===== src/rtl/sr_pkg.sv =====
// Shared command codes and controller state encoding for the SR latch command stage.
package sr_pkg;

    localparam logic [1:0] SR_HOLD  = 2'b00;
    localparam logic [1:0] SR_RESET = 2'b01;
    localparam logic [1:0] SR_SET   = 2'b10;
    localparam logic [1:0] SR_BAD   = 2'b11;

    typedef enum logic [1:0] {
        IDLE     = 2'd0,
        PULSE    = 2'd1,
        WAIT_REL = 2'd2
    } sr_ctrl_state_t;

endpackage


===== src/rtl/btn_debounce.sv =====
// Two-flop synchroniser followed by a counter-based debouncer for one raw pushbutton.
module btn_debounce #(
    parameter int DEB_CYCLES = 16,
    parameter int CNT_W      = 5
) (
    input  logic clk,
    input  logic rst,
    input  logic raw,
    output logic stable
);

    logic             s1_q, s1_d;
    logic             s2_q, s2_d;
    logic             stable_q, stable_d;
    logic [CNT_W-1:0] cnt_q, cnt_d;

    localparam logic [CNT_W-1:0] CNT_LAST = CNT_W'(DEB_CYCLES - 1);

    always_comb begin
        s1_d     = raw;
        s2_d     = s1_q;
        stable_d = stable_q;
        cnt_d    = cnt_q;
        // Any sample matching the stable level restarts the run, so glitches never accumulate.
        if (s2_q == stable_q) begin
            cnt_d = '0;
        end else if (cnt_q == CNT_LAST) begin
            stable_d = s2_q;
            cnt_d    = '0;
        end else begin
            cnt_d = cnt_q + CNT_W'(1);
        end
    end

    always_ff @(posedge clk) begin
        if (rst) begin
            s1_q     <= 1'b0;
            s2_q     <= 1'b0;
            stable_q <= 1'b0;
            cnt_q    <= '0;
        end else begin
            s1_q     <= s1_d;
            s2_q     <= s2_d;
            stable_q <= stable_d;
            cnt_q    <= cnt_d;
        end
    end

    assign stable = stable_q;

endmodule


===== src/rtl/sr_button_ctrl.sv =====
// Turns debounced SET/RESET buttons into single-cycle, E-qualified SR latch commands.
module sr_button_ctrl
    import sr_pkg::*;
#(
    parameter int DEB_CYCLES = 16,
    parameter int CNT_W      = 5
) (
    input  logic       clk,
    input  logic       rst,
    input  logic       set_btn,
    input  logic       reset_btn,
    output logic [1:0] sr,
    output logic       E,
    output logic       busy
);

    logic           set_st;
    logic           rst_st;
    sr_ctrl_state_t state_q;
    logic [1:0]     sr_q;
    logic           e_q;
    logic           busy_q;

    btn_debounce #(.DEB_CYCLES(DEB_CYCLES), .CNT_W(CNT_W)) u_deb_set (
        .clk    (clk),
        .rst    (rst),
        .raw    (set_btn),
        .stable (set_st)
    );

    btn_debounce #(.DEB_CYCLES(DEB_CYCLES), .CNT_W(CNT_W)) u_deb_rst (
        .clk    (clk),
        .rst    (rst),
        .raw    (reset_btn),
        .stable (rst_st)
    );

    always_ff @(posedge clk) begin
        if (rst) begin
            state_q <= IDLE;
            sr_q    <= SR_HOLD;
            e_q     <= 1'b0;
            busy_q  <= 1'b0;
        end else begin
            case (state_q)
                IDLE: begin
                    // RESET takes priority so the forbidden 2'b11 code can never be formed.
                    if (set_st || rst_st) begin
                        state_q <= PULSE;
                        sr_q    <= rst_st ? SR_RESET : SR_SET;
                        e_q     <= 1'b1;
                        busy_q  <= 1'b1;
                    end
                end
                PULSE: begin
                    state_q <= WAIT_REL;
                    sr_q    <= SR_HOLD;
                    e_q     <= 1'b0;
                end
                WAIT_REL: begin
                    if (!set_st && !rst_st) begin
                        state_q <= IDLE;
                        busy_q  <= 1'b0;
                    end
                end
                default: begin
                    state_q <= IDLE;
                    sr_q    <= SR_HOLD;
                    e_q     <= 1'b0;
                    busy_q  <= 1'b0;
                end
            endcase
        end
    end

    assign sr   = sr_q;
    assign E    = e_q;
    assign busy = busy_q;

endmodule


===== config.mk =====
export PLATFORM = sky130hd
export DESIGN_NAME = sr_button_ctrl
export DESIGN_NICKNAME = d
export VERILOG_FILES = /design/src/rtl/sr_pkg.sv /design/src/rtl/btn_debounce.sv /design/src/rtl/sr_button_ctrl.sv
export SDC_FILE = /design/constraint.sdc
export NUM_CORES = 1
export LEC_CHECK = 0
export CAP_MARGIN = 5
export CORE_MARGIN = 2
export CORE_UTILIZATION = 55
export DETAILED_ROUTE_END_ITERATION = 16
export GPL_TIMING_DRIVEN = 0
export PLACE_DENSITY = 0.77
export SETUP_SLACK_MARGIN = 0.1
export SLEW_MARGIN = 10
export SYNTH_ARGS = -nofsm -noshare
export SYNTH_HDL_FRONTEND = slang
export SYNTH_SLANG_ARGS = --single-unit

===== constraint.sdc =====
create_clock -name clk -period 3.2 [get_ports clk]
set_clock_uncertainty 0.1 [all_clocks]
set_input_delay 0.64 -clock clk [delete_from_list [all_inputs] [get_ports clk]]
set_output_delay 0.64 -clock clk [all_outputs]
set_load 0.05 [all_outputs]

# Word level (Yosys, flattened, before mapping)
# Cells that the tools add are included.
# word_totals
reg_bits	22
in_bits	4
out_inout_bits	4
word_cells	48
# classes
add_sub_neg	2
eq_ne	8
mux	10
n_bitwise	4
reduce_logical	12
# ops
operator	count
$add 5x1->5 const B	2
$eq 5x4->1 const B	2
$mux 2	4
$reduce_and 2->1	4
$pmux 2 s3	1
$reduce_or 3->1	2
$ne 2x2->1 const B	2
$not 1->1	4
$pmux 2 s2	1
$pmux 1 s3	1
$reduce_and 3->1	1
$eq 1x1->1	2
$eq 2x1->1 const B	1
$eq 2x2->1 const B	1
$logic_not 1->1	2
$logic_not 2->1	1
$mux 1	2
$pmux 1 s2	1
$logic_and 1x1->1	1
$logic_or 1x1->1	1

# Longest topological paths before layout
# depth
ltp_word	4
mapped_depth	5
depth_no_buf	5

# Modules after synthesis
# From an unflattened synthesis, not the netlist that was laid out.
# hier_totals
cells_unflattened	77
hier_area_um2	840.8
# by_module_without_submodules
mod	n_inst	cells_per_inst	area_each_um2	seq_area_each_um2
btn_debounce	2	27	286.5	160.2
sr_button_ctrl	1	23	267.8	120.1

# Worst setup path after synthesis
# OpenSTA, ideal clock, no wires.
# synth_timing
path_type	register to register
start	reg u_deb_set.cnt_q[0]
end	reg u_deb_set.cnt_q[2]
setup_time_ns	0.062
arrival_ns	1.416
required_ns	3.038
setup_slack_ns	1.622
path_stages_with_launch	6
n_path_buf	0
synth_period_minus_slack_ns	1.578
path_cell_list	dfxtp_1 ha_1 and3_1 ha_1 or3_4 nor2_2
# synth_between
elab_chain_cells	2
elab_cells_between_ends	3
cone_classes	add/sub: 1; eq/ne: 1; reduce/logical: 1
# synth_rtl
element	line	rtl
start: declaration	btn_debounce.sv:15	logic [CNT_W-1:0] cnt_q, cnt_d;
start signal: assignment	btn_debounce.sv:45	cnt_q <= cnt_d;
parallel branches: the longest is 2 deep, another holds $add 5x1->5	-	
# Several ways; the timed one is not identified.
# A chain may end at the register's enable or synchronous reset.

# Final worst setup path
# layout_timing
start	reg busy_q, in the netlist busy
end	out busy
# layout_rtl
element	line	rtl
start: declaration	sr_button_ctrl.sv:22	logic busy_q;
start signal: assignment	sr_button_ctrl.sv:43	busy_q <= 1'b0;
start signal: assignment	sr_button_ctrl.sv:52	busy_q <= 1'b1;
start signal: assignment	sr_button_ctrl.sv:63	busy_q <= 1'b0;
end: declaration	sr_button_ctrl.sv:14	output logic busy
# No word-level cell between the ends.

==> impl_metrics.json <==
{
  "dominantRegCellSynth": "dfxtp_1",
  "power.density_nw_per_um2": 462,
  "synth-compound-area-share_pct": 4.87,
  "cts-buffers-inserted": 3,
  "seqCellArea_um2": 440,
  "outcome": "completed",
  "fin_tns_setup_ps": 0,
  "critPathKind": "flip-flop to primary output",
  "cp.required_ps": 2460,
  "antenna_cells": 0,
  "synth_simple_gate_area_share_pct": 21.6,
  "seqPwrFrac_pct": 63.7,
  "via_count": 517,
  "finalPower_w": 0.000437,
  "grt_pass1_wl_um": 1910,
  "grt_max_degree": 13,
  "r2r-end": "u_deb_set.cnt_q[2]$_SDFF_PP0_",
  "final_cell_mix": "dfxtp_1 (22), nor2_2 (10), inv_1 (7), clkdlybuf4s50_1 (7)",
  "swShare_pct": 19.2,
  "final_hold_viol_count": 0,
  "clkPwrFrac_pct": 33.5,
  "cp.depth": 1,
  "whs_path_depth": 1,
  "cts_setup_buffers": 0,
  "synth_nets": 86,
  "drtIter0Drc": 3,
  "switchingPower_w": 0.0000841,
  "fin_nets": 98,
  "drt_first_pass_iters": 4,
  "min_period_over_period_pct": 68.7,
  "grt-ovfl-total": 0,
  "drv_slew": 0,
  "setup_viol": 0,
  "grt_pass1_vias": 468,
  "ys_async_sr_fraction_pct": 0,
  "maxCapViolCount": 0,
  "gp_congestion": 0.693,
  "io_pins": 8,
  "instances_no_fill": 104,
  "clk-insertion-delay-late_ps": 300,
  "place_hpwl_um": 808,
  "viasPerCell": 4.97,
  "holdBufCountCts": 0,
  "synth-edff-count": 0,
  "worst_slew_pin_slew_ps": 499,
  "fp.dieArea_um2": 1820,
  "cts.repair.resized": 0,
  "fp.dieH_um": 42.7,
  "critPathTopFamily": "buffers and inverters",
  "netlist_area_um2": 822,
  "gr-usage-all-layers_pct": 14.0,
  "start_util_pct": 60.9,
  "utilization_pct": 70.2,
  "yosysUniqueCellTypes": 22,
  "multi_input_area_um2": 352,
  "yosys_warnings": 0,
  "drcViolationCount": 0,
  "area_growth_pct": 15.2,
  "die_w_um": 42.7,
  "crit_slowest_cell": "clkdlybuf4s50_1",
  "core_area_um2": 1350,
  "cts_num_sinks": 22,
  "r2r_start": "u_deb_set.cnt_q[0]$_SDFF_PP0_",
  "place_inst": 100,
  "drt_wl_total_um": 1110,
  "synthAdderAreaFrac_pct": 6.09,
  "slew_headroom_pct": 66.7,
  "clock_path_buffers": 2,
  "crit_arrival_ps": 1460,
  "clk_pin_slew_ps": 110,
  "worstSetupStartpoint": "busy$_SDFFE_PP0P_",
  "wire_per_inst_um": 10.7,
  "synth_xor_area_share_pct": 6.39,
  "ant_nets": 0,
  "port_buffers": 7,
  "min_period_ps": 2200,
  "worstSetupStartpointType": "flip-flop",
  "ff2ff_path_depth": 5,
  "clock.fmax_mhz": 455,
  "antenna_found_initial": 0,
  "crit_end": "busy",
  "num_rows": 13,
  "ctsHtreeMaxLevel": 1,
  "synth_seq_cells": 22,
  "path_cells": "clkdlybuf4s50_1",
  "cts_tree": "yes",
  "ir_drop_uv": 412,
  "crit_fanout": 2,
  "hp-class": "flip-flop to flip-flop",
  "p_int_w": 0.000353,
  "rsz0062_at_grt": "no",
  "end_kind": "primary output",
  "yosys-mux-area-fraction_pct": 3.81,
  "ys_seq_area_share_pct": 53.6,
  "drive_gt1_share_pct": 19.1,
  "synthCells": 78,
  "synth_top_family_by_area": "simple AND/OR/NAND/NOR gates",
  "syn_area_per_cell_um2": 10.5,
  "cp_slowest_stage_delay_ps": 810,
  "rrSetupSlack_ps": 1530,
  "p_comb_share_pct": 2.9,
  "num-fill-cells": 110,
  "final_common_cell": "dfxtp_1",
  "path_buf_inv": 1,
  "clockRootBuffer": "clkbuf_4",
  "leakagePower_nw": 0.354
}
==> worst min path at each step <==
stage	start	end	slack (ps)
after floorplan	u_deb_rst.s1_q$_SDFF_PP0_	u_deb_rst.s2_q$_SDFF_PP0_	310
after global placement	u_deb_rst.s1_q$_SDFF_PP0_	u_deb_rst.s2_q$_SDFF_PP0_	320
after detailed placement	u_deb_rst.s1_q$_SDFF_PP0_	u_deb_rst.s2_q$_SDFF_PP0_	330
after CTS	u_deb_rst.s1_q$_SDFF_PP0_	u_deb_rst.s2_q$_SDFF_PP0_	360
after global routing	u_deb_set.s1_q$_SDFF_PP0_	u_deb_set.s2_q$_SDFF_PP0_	370
final	u_deb_rst.s1_q$_SDFF_PP0_	u_deb_rst.s2_q$_SDFF_PP0_	350
==> logic make-up after synthesis <==
logic type                 Yosys count
DFF                                 22
and+or+nand+nor                     30
muxes                                3
adders and majority gates            4
xor gates and xnor gates             6
AOI/OAI and AO/OA                    5
buffers and inverters                8
==> power groups by stage <==
stage	logic (W)	registers, W	clock network, W
3_3_place_gp	0.0000124	0.000285	0
3_5_place_dp	0.0000126	0.000285	0
5_1_grt	0.0000139	0.000279	0.000163
6_report	0.0000126	0.000278	0.000146
4_1_cts	0.0000127	0.000278	0.000153
2_1_floorplan	0.00000731	0.000284	0
==> cells in the mapped netlist (all sizes together) (2+ instances only) <==
master | number | area [um2]
or3 | 2 | 22.5
nor2 | 15 | 81.3
xnor2 | 4 | 35.0
dfxtp | 22 | 440
ha | 4 | 50.1
xor2 | 2 | 17.5
nor3 | 2 | 10.0
nand3 | 2 | 10.0
nor2b | 5 | 31.3
and3 | 2 | 12.5
inv | 7 | 26.3
mux2i | 2 | 20.0
==> sequential cells by signal, summed over array words and instances, names as in the netlist <==
register          cells
u_deb_rst.stable      1
u_deb_rst.s1_q        1
u_deb_rst.cnt_q       5
u_deb_set.s1_q        1
sr                    2
E                     1
u_deb_set.cnt_q       5
u_deb_rst.s2_q        1
u_deb_set.stable      1
state_q               2
busy                  1
u_deb_set.s2_q        1
==> final cells by class <==
type | count | area share, %
flip-flops and latches | 22 | 46.5
inverters | 7 | 2.77
clock buffers | 4 | 3.83
well taps | 15 | 1.98
repair buffers | 7 | 7.40
multi-input cells | 48 | 37.1
plain buffers | 1 | 0.396
==> stage by stage <==
step                hold WS [ps]  setup WS, ps  instance area (um2)
finish                       352          1000                  947
global route                 366           943                  947
CTS                          356           988                  947
detailed placement           328          1120                  911
global placement             318          1130                  911
floorplan                    314          1620                  822
==> worst reg2reg max path, stage by stage, from the launching register on <==
cell and delay (ps):
dfxtp_1 350, ha_1 220, and3_1 190, ha_1 210, or3_4 440, nor2_2 110
==> layer usage <==
metal | part of all wire (%) | global-route usage [%] | vias up
li1 | - | - | 274
met5 | 0 | 0 | -
met4 | 2.4 | 9.38 | 0
met1 | 48 | 16.5 | 231
met2 | 45 | 22.1 | 8
met3 | 4.1 | 3.40 | 4
(Power assumes the default switching activity.)
